**src/rtl/blu_pkg.sv**
```systemverilog
// Opcodes and shared stage-1 control type for bitwise_logic_unit.
// Define BLU_ROTATE_EN to enable opcode 6 (rotate-right); otherwise it is reported as unsupported.
package blu_pkg;

    localparam logic [2:0] OP_NOT  = 3'd0;
    localparam logic [2:0] OP_NEG  = 3'd1;
    localparam logic [2:0] OP_AND  = 3'd2;
    localparam logic [2:0] OP_OR   = 3'd3;
    localparam logic [2:0] OP_XOR  = 3'd4;
    localparam logic [2:0] OP_ANDN = 3'd5;
    localparam logic [2:0] OP_ROTR = 3'd6;
    localparam logic [2:0] OP_RSVD = 3'd7;

    // Width-independent part of the stage-1 payload.
    typedef struct packed {
        logic [2:0] op;
        logic       carry;
    } s1Ctrl_t;

    function automatic logic opIsErr(input logic [2:0] op);
`ifdef BLU_ROTATE_EN
        return op == OP_RSVD;
`else
        return (op == OP_RSVD) || (op == OP_ROTR);
`endif
    endfunction

endpackage

```
**src/rtl/blu_stage_reg.sv**
```systemverilog
// Valid/ready pipeline register; accepts whenever empty or when downstream drains this cycle.
module blu_stage_reg #(
    parameter int unsigned DW = 8
) (
    input  logic          clock,
    input  logic          reset,
    input  logic          upValid,
    output logic          upReady,
    input  logic [DW-1:0] upData,
    output logic          dnValid,
    input  logic          dnReady,
    output logic [DW-1:0] dnData
);

    assign upReady = !dnValid || dnReady;

    // Data only moves on a real transfer so a stalled output stays stable.
    always_ff @(posedge clock or posedge reset) begin
        if (reset) begin
            dnValid <= 1'b0;
            dnData  <= '0;
        end else if (upReady) begin
            dnValid <= upValid;
            if (upValid) begin
                dnData <= upData;
            end
        end
    end

endmodule

```
**src/rtl/bitwise_logic_unit.sv**
```systemverilog
// Two-stage pipelined NOT/NEG/AND/OR/XOR/ANDN unit with a completed-operation counter.
// Optional rotate-right on opcode 6 when BLU_ROTATE_EN is defined.
module bitwise_logic_unit
    import blu_pkg::*;
#(
    parameter int unsigned WIDTH = 32,
    parameter int unsigned SPLIT = WIDTH / 2,
    parameter int unsigned CNT_W = 16
) (
    input  logic             clock,
    input  logic             reset,
    input  logic             in_valid,
    output logic             in_ready,
    input  logic [2:0]       in_op,
    input  logic [WIDTH-1:0] in_a,
    input  logic [WIDTH-1:0] in_b,
    output logic             out_valid,
    input  logic             out_ready,
    output logic [WIDTH-1:0] out_result,
    output logic             out_err,
    output logic [CNT_W-1:0] out_count
);

    localparam int unsigned HI_W = WIDTH - SPLIT;
    localparam int unsigned S2_W = WIDTH + 1;

    typedef struct packed {
        s1Ctrl_t          ctrl;
        logic [SPLIT-1:0] lo;
        logic [HI_W-1:0]  aHi;
        logic [HI_W-1:0]  bHi;
    } s1Pay_t;

    localparam int unsigned S1_W = $bits(s1Pay_t);

    logic [SPLIT-1:0] aLo;
    logic [SPLIT-1:0] bLo;
    s1Pay_t           s1In;
    s1Pay_t           s1Q;
    logic             s1Valid;
    logic             s2Load;
    logic [HI_W-1:0]  hiRes;
    logic [S2_W-1:0]  s2In;
    logic [S2_W-1:0]  s2Q;

    assign aLo = in_a[SPLIT-1:0];
    assign bLo = in_b[SPLIT-1:0];

`ifdef BLU_ROTATE_EN
    localparam int unsigned SH_W = $clog2(WIDTH);
    logic [WIDTH-1:0] rotRes;
    assign rotRes = WIDTH'({in_a, in_a} >> in_b[SH_W-1:0]);
`endif

    // Stage 1: low result bits, NEG carry-out of the low part, raw high operands.
    always_comb begin
        s1In            = '0;
        s1In.ctrl.op    = in_op;
        s1In.ctrl.carry = (aLo == '0);
        s1In.aHi        = in_a[WIDTH-1:SPLIT];
        s1In.bHi        = in_b[WIDTH-1:SPLIT];
        case (in_op)
            OP_NOT:  s1In.lo = ~aLo;
            OP_NEG:  s1In.lo = ~aLo + SPLIT'(1);
            OP_AND:  s1In.lo = aLo & bLo;
            OP_OR:   s1In.lo = aLo | bLo;
            OP_XOR:  s1In.lo = aLo ^ bLo;
            OP_ANDN: s1In.lo = ~aLo & bLo;
`ifdef BLU_ROTATE_EN
            // Full rotate is done here; stage 2 just forwards aHi.
            OP_ROTR: {s1In.aHi, s1In.lo} = rotRes;
`endif
            default: s1In.lo = '0;
        endcase
    end

    // Stage 2: high result bits, NEG completes with the stage-1 carry.
    always_comb begin
        hiRes = '0;
        case (s1Q.ctrl.op)
            OP_NOT:  hiRes = ~s1Q.aHi;
            OP_NEG:  hiRes = ~s1Q.aHi + HI_W'(s1Q.ctrl.carry);
            OP_AND:  hiRes = s1Q.aHi & s1Q.bHi;
            OP_OR:   hiRes = s1Q.aHi | s1Q.bHi;
            OP_XOR:  hiRes = s1Q.aHi ^ s1Q.bHi;
            OP_ANDN: hiRes = ~s1Q.aHi & s1Q.bHi;
`ifdef BLU_ROTATE_EN
            OP_ROTR: hiRes = s1Q.aHi;
`endif
            default: hiRes = '0;
        endcase
        s2In = {opIsErr(s1Q.ctrl.op), hiRes, s1Q.lo};
    end

    blu_stage_reg #(.DW(S1_W)) uStage1 (
        .clock   (clock),
        .reset   (reset),
        .upValid (in_valid),
        .upReady (in_ready),
        .upData  (s1In),
        .dnValid (s1Valid),
        .dnReady (s2Load),
        .dnData  (s1Q)
    );

    blu_stage_reg #(.DW(S2_W)) uStage2 (
        .clock   (clock),
        .reset   (reset),
        .upValid (s1Valid),
        .upReady (s2Load),
        .upData  (s2In),
        .dnValid (out_valid),
        .dnReady (out_ready),
        .dnData  (s2Q)
    );

    assign {out_err, out_result} = s2Q;

    always_ff @(posedge clock or posedge reset) begin
        if (reset) begin
            out_count <= '0;
        end else if (out_valid && out_ready) begin
            out_count <= out_count + CNT_W'(1);
        end
    end

endmodule

```
**config.mk**
```make
export PLATFORM = sky130hd
export DESIGN_NAME = bitwise_logic_unit
export DESIGN_NICKNAME = d
export VERILOG_FILES = /design/src/rtl/blu_pkg.sv /design/src/rtl/blu_stage_reg.sv /design/src/rtl/bitwise_logic_unit.sv
export SDC_FILE = /design/constraint.sdc
export NUM_CORES = 1
export LEC_CHECK = 0
export CAP_MARGIN = 20
export CORE_MARGIN = 1.5
export CORE_UTILIZATION = 37
export DETAILED_ROUTE_END_ITERATION = 12
export DONT_BUFFER_PORTS = 1
export GPL_TIMING_DRIVEN = 0
export PLACE_DENSITY = 0.54
export SLEW_MARGIN = 20
export SYNTH_ARGS = -nofsm -noshare
export SYNTH_HDL_FRONTEND = slang
export SYNTH_SLANG_ARGS = --single-unit
```
**constraint.sdc**
```tcl
create_clock -name clock -period 3.66 [get_ports clock]
set_input_delay 0.366 -clock clock [delete_from_list [all_inputs] [get_ports clock]]
set_output_delay 0.366 -clock clock [all_outputs]
set_load 0.01 [all_outputs]
```
==> impl_metrics.toml <==
[floorplanning]
rows = 48
die-area_mm2 = 0.0184
core-area_mm2 = 0.0172
io_pins = 122
die_height_um = 136
die_x_um = 136
start_util_pct = 37.8

[sta]
period_needed_ns = 2.28
worstMarginPinSlew_ns = 0.885
slew_headroom_pct = 40.9
final-hold-violation-count = 0
drv_slew = 0
rsz0062_at_grt = "no"
holdWs_ns = 0.104
finalSetupViolCount = 0
finalClockSkew_ns = 0.00614
fin_setup_tns_ns = 0
post-route-period-util_pct = 62.3
max_freq_ghz = 0.439

[worst_setup_path]
start_kind = "register"
arrival_ns = 2.55
rr_worst_depth = 6
path_max_fanout = 10
crit_start = "uStage2.dnValid"
crit_path_end_kind = "register"
crit_type = "reg -> reg"
endpoint = "uStage1.dnData[8]"
critPathRequiredTime_ns = 3.93
r2r_slack_ns = 1.38
r2r_start = "uStage2.dnValid"
r2r_end = "uStage1.dnData[8]"

[cts]
cts_buffers = 9
cts_tree = "built"
cts_buffer_depth = 2
clockRootBuffer = "clkbuf_16"
cts_resized = 0
postCtsSetupRepairBufs = 0
cts.sinks = 103
cts.htree.levels = 3
worstSkewPairLatency_ns = 0.35
clk_pin_slew_ns = 0.07

[synthesis]
synthTopCellsByArea = "dfrtp_1 40%, ha_1 6.9%, o21ai_0 5.8%"
seq_area_frac_synth_pct = 39.5
yosys.area.top_type = "dfrtp_1"
avgSynthCellArea_um2 = 8.57
async_flop_share_pct = 100
ys_seq_elements = 103
synth-edff-count = 0
yosysUniqueCellTypes = 58
syn_area_mm2 = 0.00652
synth_top_area_share_pct = 39.5
synthCells = 761
synthFlopType = "dfrtp_1"
synth_nets = 868
yosys_warnings = 0

[place]
port_buffers = 0
place_congestion = 0.915
place_area_mm2 = 0.00684
dp_hpwl_um = 14800

[detailed_routing]
routed_wl_um = 20000
vias = 5718
wl_per_cell_um = 19.9
final_antenna_net_count = 0
routed_via_density = 5.70
drt_pre_antenna_iters = 8
drc = 0
drtIter0Drc = 433

[power]
cellLeakagePower_uw = 0.00309
powerDensity_mw_per_mm2 = 473
peakVddDrop_mv = 0.209

[grt]
antenna_found_initial = 0
grt_pass1_vias = 5588
grt_pass1_wl_um = 31600
grt_usage_pct = 22.4
grt_overflow = 0
grt_max_degree = 78

[cells_and_area]
fillers = 1753
nets = 881
antenna_cells = 0
fin_area_mm2 = 0.00711
drive_above_1_share_pct = 6.94
area_delta_synth_final_pct = 9.01

[worst_hold_path]
min_from = "in_a[15]"
hold_class = "in -> reg"

[flow_run]
max_cap_viol_count = 0

[run_status]
status = "finished, final reports clean"
[cells in the mapped netlist, drive strengths merged (2+ instances only)]
cell type,number
clkbuf,25
or2,2
nand2b,11
o21ai,78
o22ai,17
nand2,99
nand4,8
inv,74
a22oi,3
nor2,39
a221o,4
a22o,2
a31o,2
and2,3
or3,4
xnor2,29
dfrtp,103
nor4,8
mux2,18
buf,15
a32oi,9
nor3b,7
a31oi,9
clkinv,2
o211ai,11
nor2b,6
mux2i,3
a21oi,47
a221oi,4
nand3b,6
ha,36
nand3,21
and3,8
o21a,2
xor2,8
nor3,12
a211oi,4
o32ai,4
o221ai,8
[sequential cells by signal (all words and copies together), names as in the netlist]
signal	cells
out_count	16
uStage1.dnData	52
uStage1.dnValid	1
uStage2.dnData	33
uStage2.dnValid	1
[cells in the final DEF, fill, tap and decap left out, drive strengths merged, types with 7 or more instances in the layout]
cell type  Yosys  layout
mux2          18      18
o221ai         8       8
nor3          12      12
ha            36      36
nor2          39      39
nand2b        11      11
o22ai         17      17
o21ai         78      78
a32oi          9       9
nor4           8       8
inv           74      74
nand4          8       8
xnor2         29      29
clkbuf        25      35
nor3b          7       7
a21oi         47      47
nand2         99      99
nand3         21      21
and3           8       8
xor2           8       8
dfrtp        103     103
a31oi          9       9
o211ai        11      11
buf           15      16
clkinv         2       7
[power by group]
group | internal, uW | total [uW] | switching, uW
logic | 335 | 831 | 496
clock network | 471 | 899 | 428
registers | 1360 | 1640 | 280
total | 2160 | 3370 | 1200
[worst min path at each step]
stage                     slack [ns]  cells after the start            endpoint
after global routing            0.11                      1  uStage1.dnData[48]
after floorplan                 0.45                      2  uStage1.dnData[32]
final                           0.10                      1  uStage1.dnData[48]
after detailed placement        0.20                      1       out_count[12]
after global placement          0.46                      2  uStage1.dnData[34]
after CTS                       0.09                      1  uStage1.dnData[48]
[layer usage]
layer	routed length, um	vias up	track usage (%)	part of all wire [%]
met5	0	-	0	0
met4	304	0	6.63	1.5
met3	1720	16	5.09	8.6
met2	9190	192	36.1	46
met1	8760	2799	29.8	44
li1	-	2711	-	-
[worst max-delay path: stages (launching register included)]
cell and delay [ns]:
dfrtp_1 0.46, nand3b_1 0.30, and2_1 0.20, clkbuf_1 0.34, buf_1 0.59, nand2_1 0.18
o21ai_0 0.12
[timing repair]
action	in CTS	in global routing
hold buffers	1	0
endpoints found under the hold margin	26	0
setup endpoints to repair	0	0
[area by class of cell]
| cell class | count | area (um^2) | share of cell area, % |
|---|---|---|---|
| Inverter | 76 | 290 | 4.08 |
| Tap cell | 225 | 282 | 3.96 |
| Sequential cell | 103 | 2580 | 36.2 |
| Clock buffer | 10 | 239 | 3.36 |
| Clock inverter | 5 | 25.0 | 0.352 |
| Timing Repair Buffer | 2 | 37.5 | 0.528 |
| Buffer | 40 | 164 | 2.30 |
| Multi-Input combinational cell | 542 | 3500 | 49.2 |
[cell families after synthesis]
kind of cell | Yosys count | share of synthesized area, %
buffers and inverters | 116 | 6.89
xor gates and xnor gates | 37 | 4.97
and+or+nand+nor | 237 | 18.3
AOI/OAI and AO/OA | 211 | 19.8
DFF | 103 | 39.5
adders and majority gates | 36 | 6.90
muxes | 21 | 3.57
[stage by stage]
step	instances	setup slack [ns]	power (uW)	utilization, %
2_1_floorplan	761	0.590	2210	-
3_3_place_gp	986	-0.578	2450	39.5
3_5_place_dp	987	1.37	2490	39.7
4_1_cts	1003	1.35	3390	41.3
5_1_grt	1003	1.22	3580	41.3
6_report	1003	1.38	3370	41.3
Power figures use the tool's default switching activity.
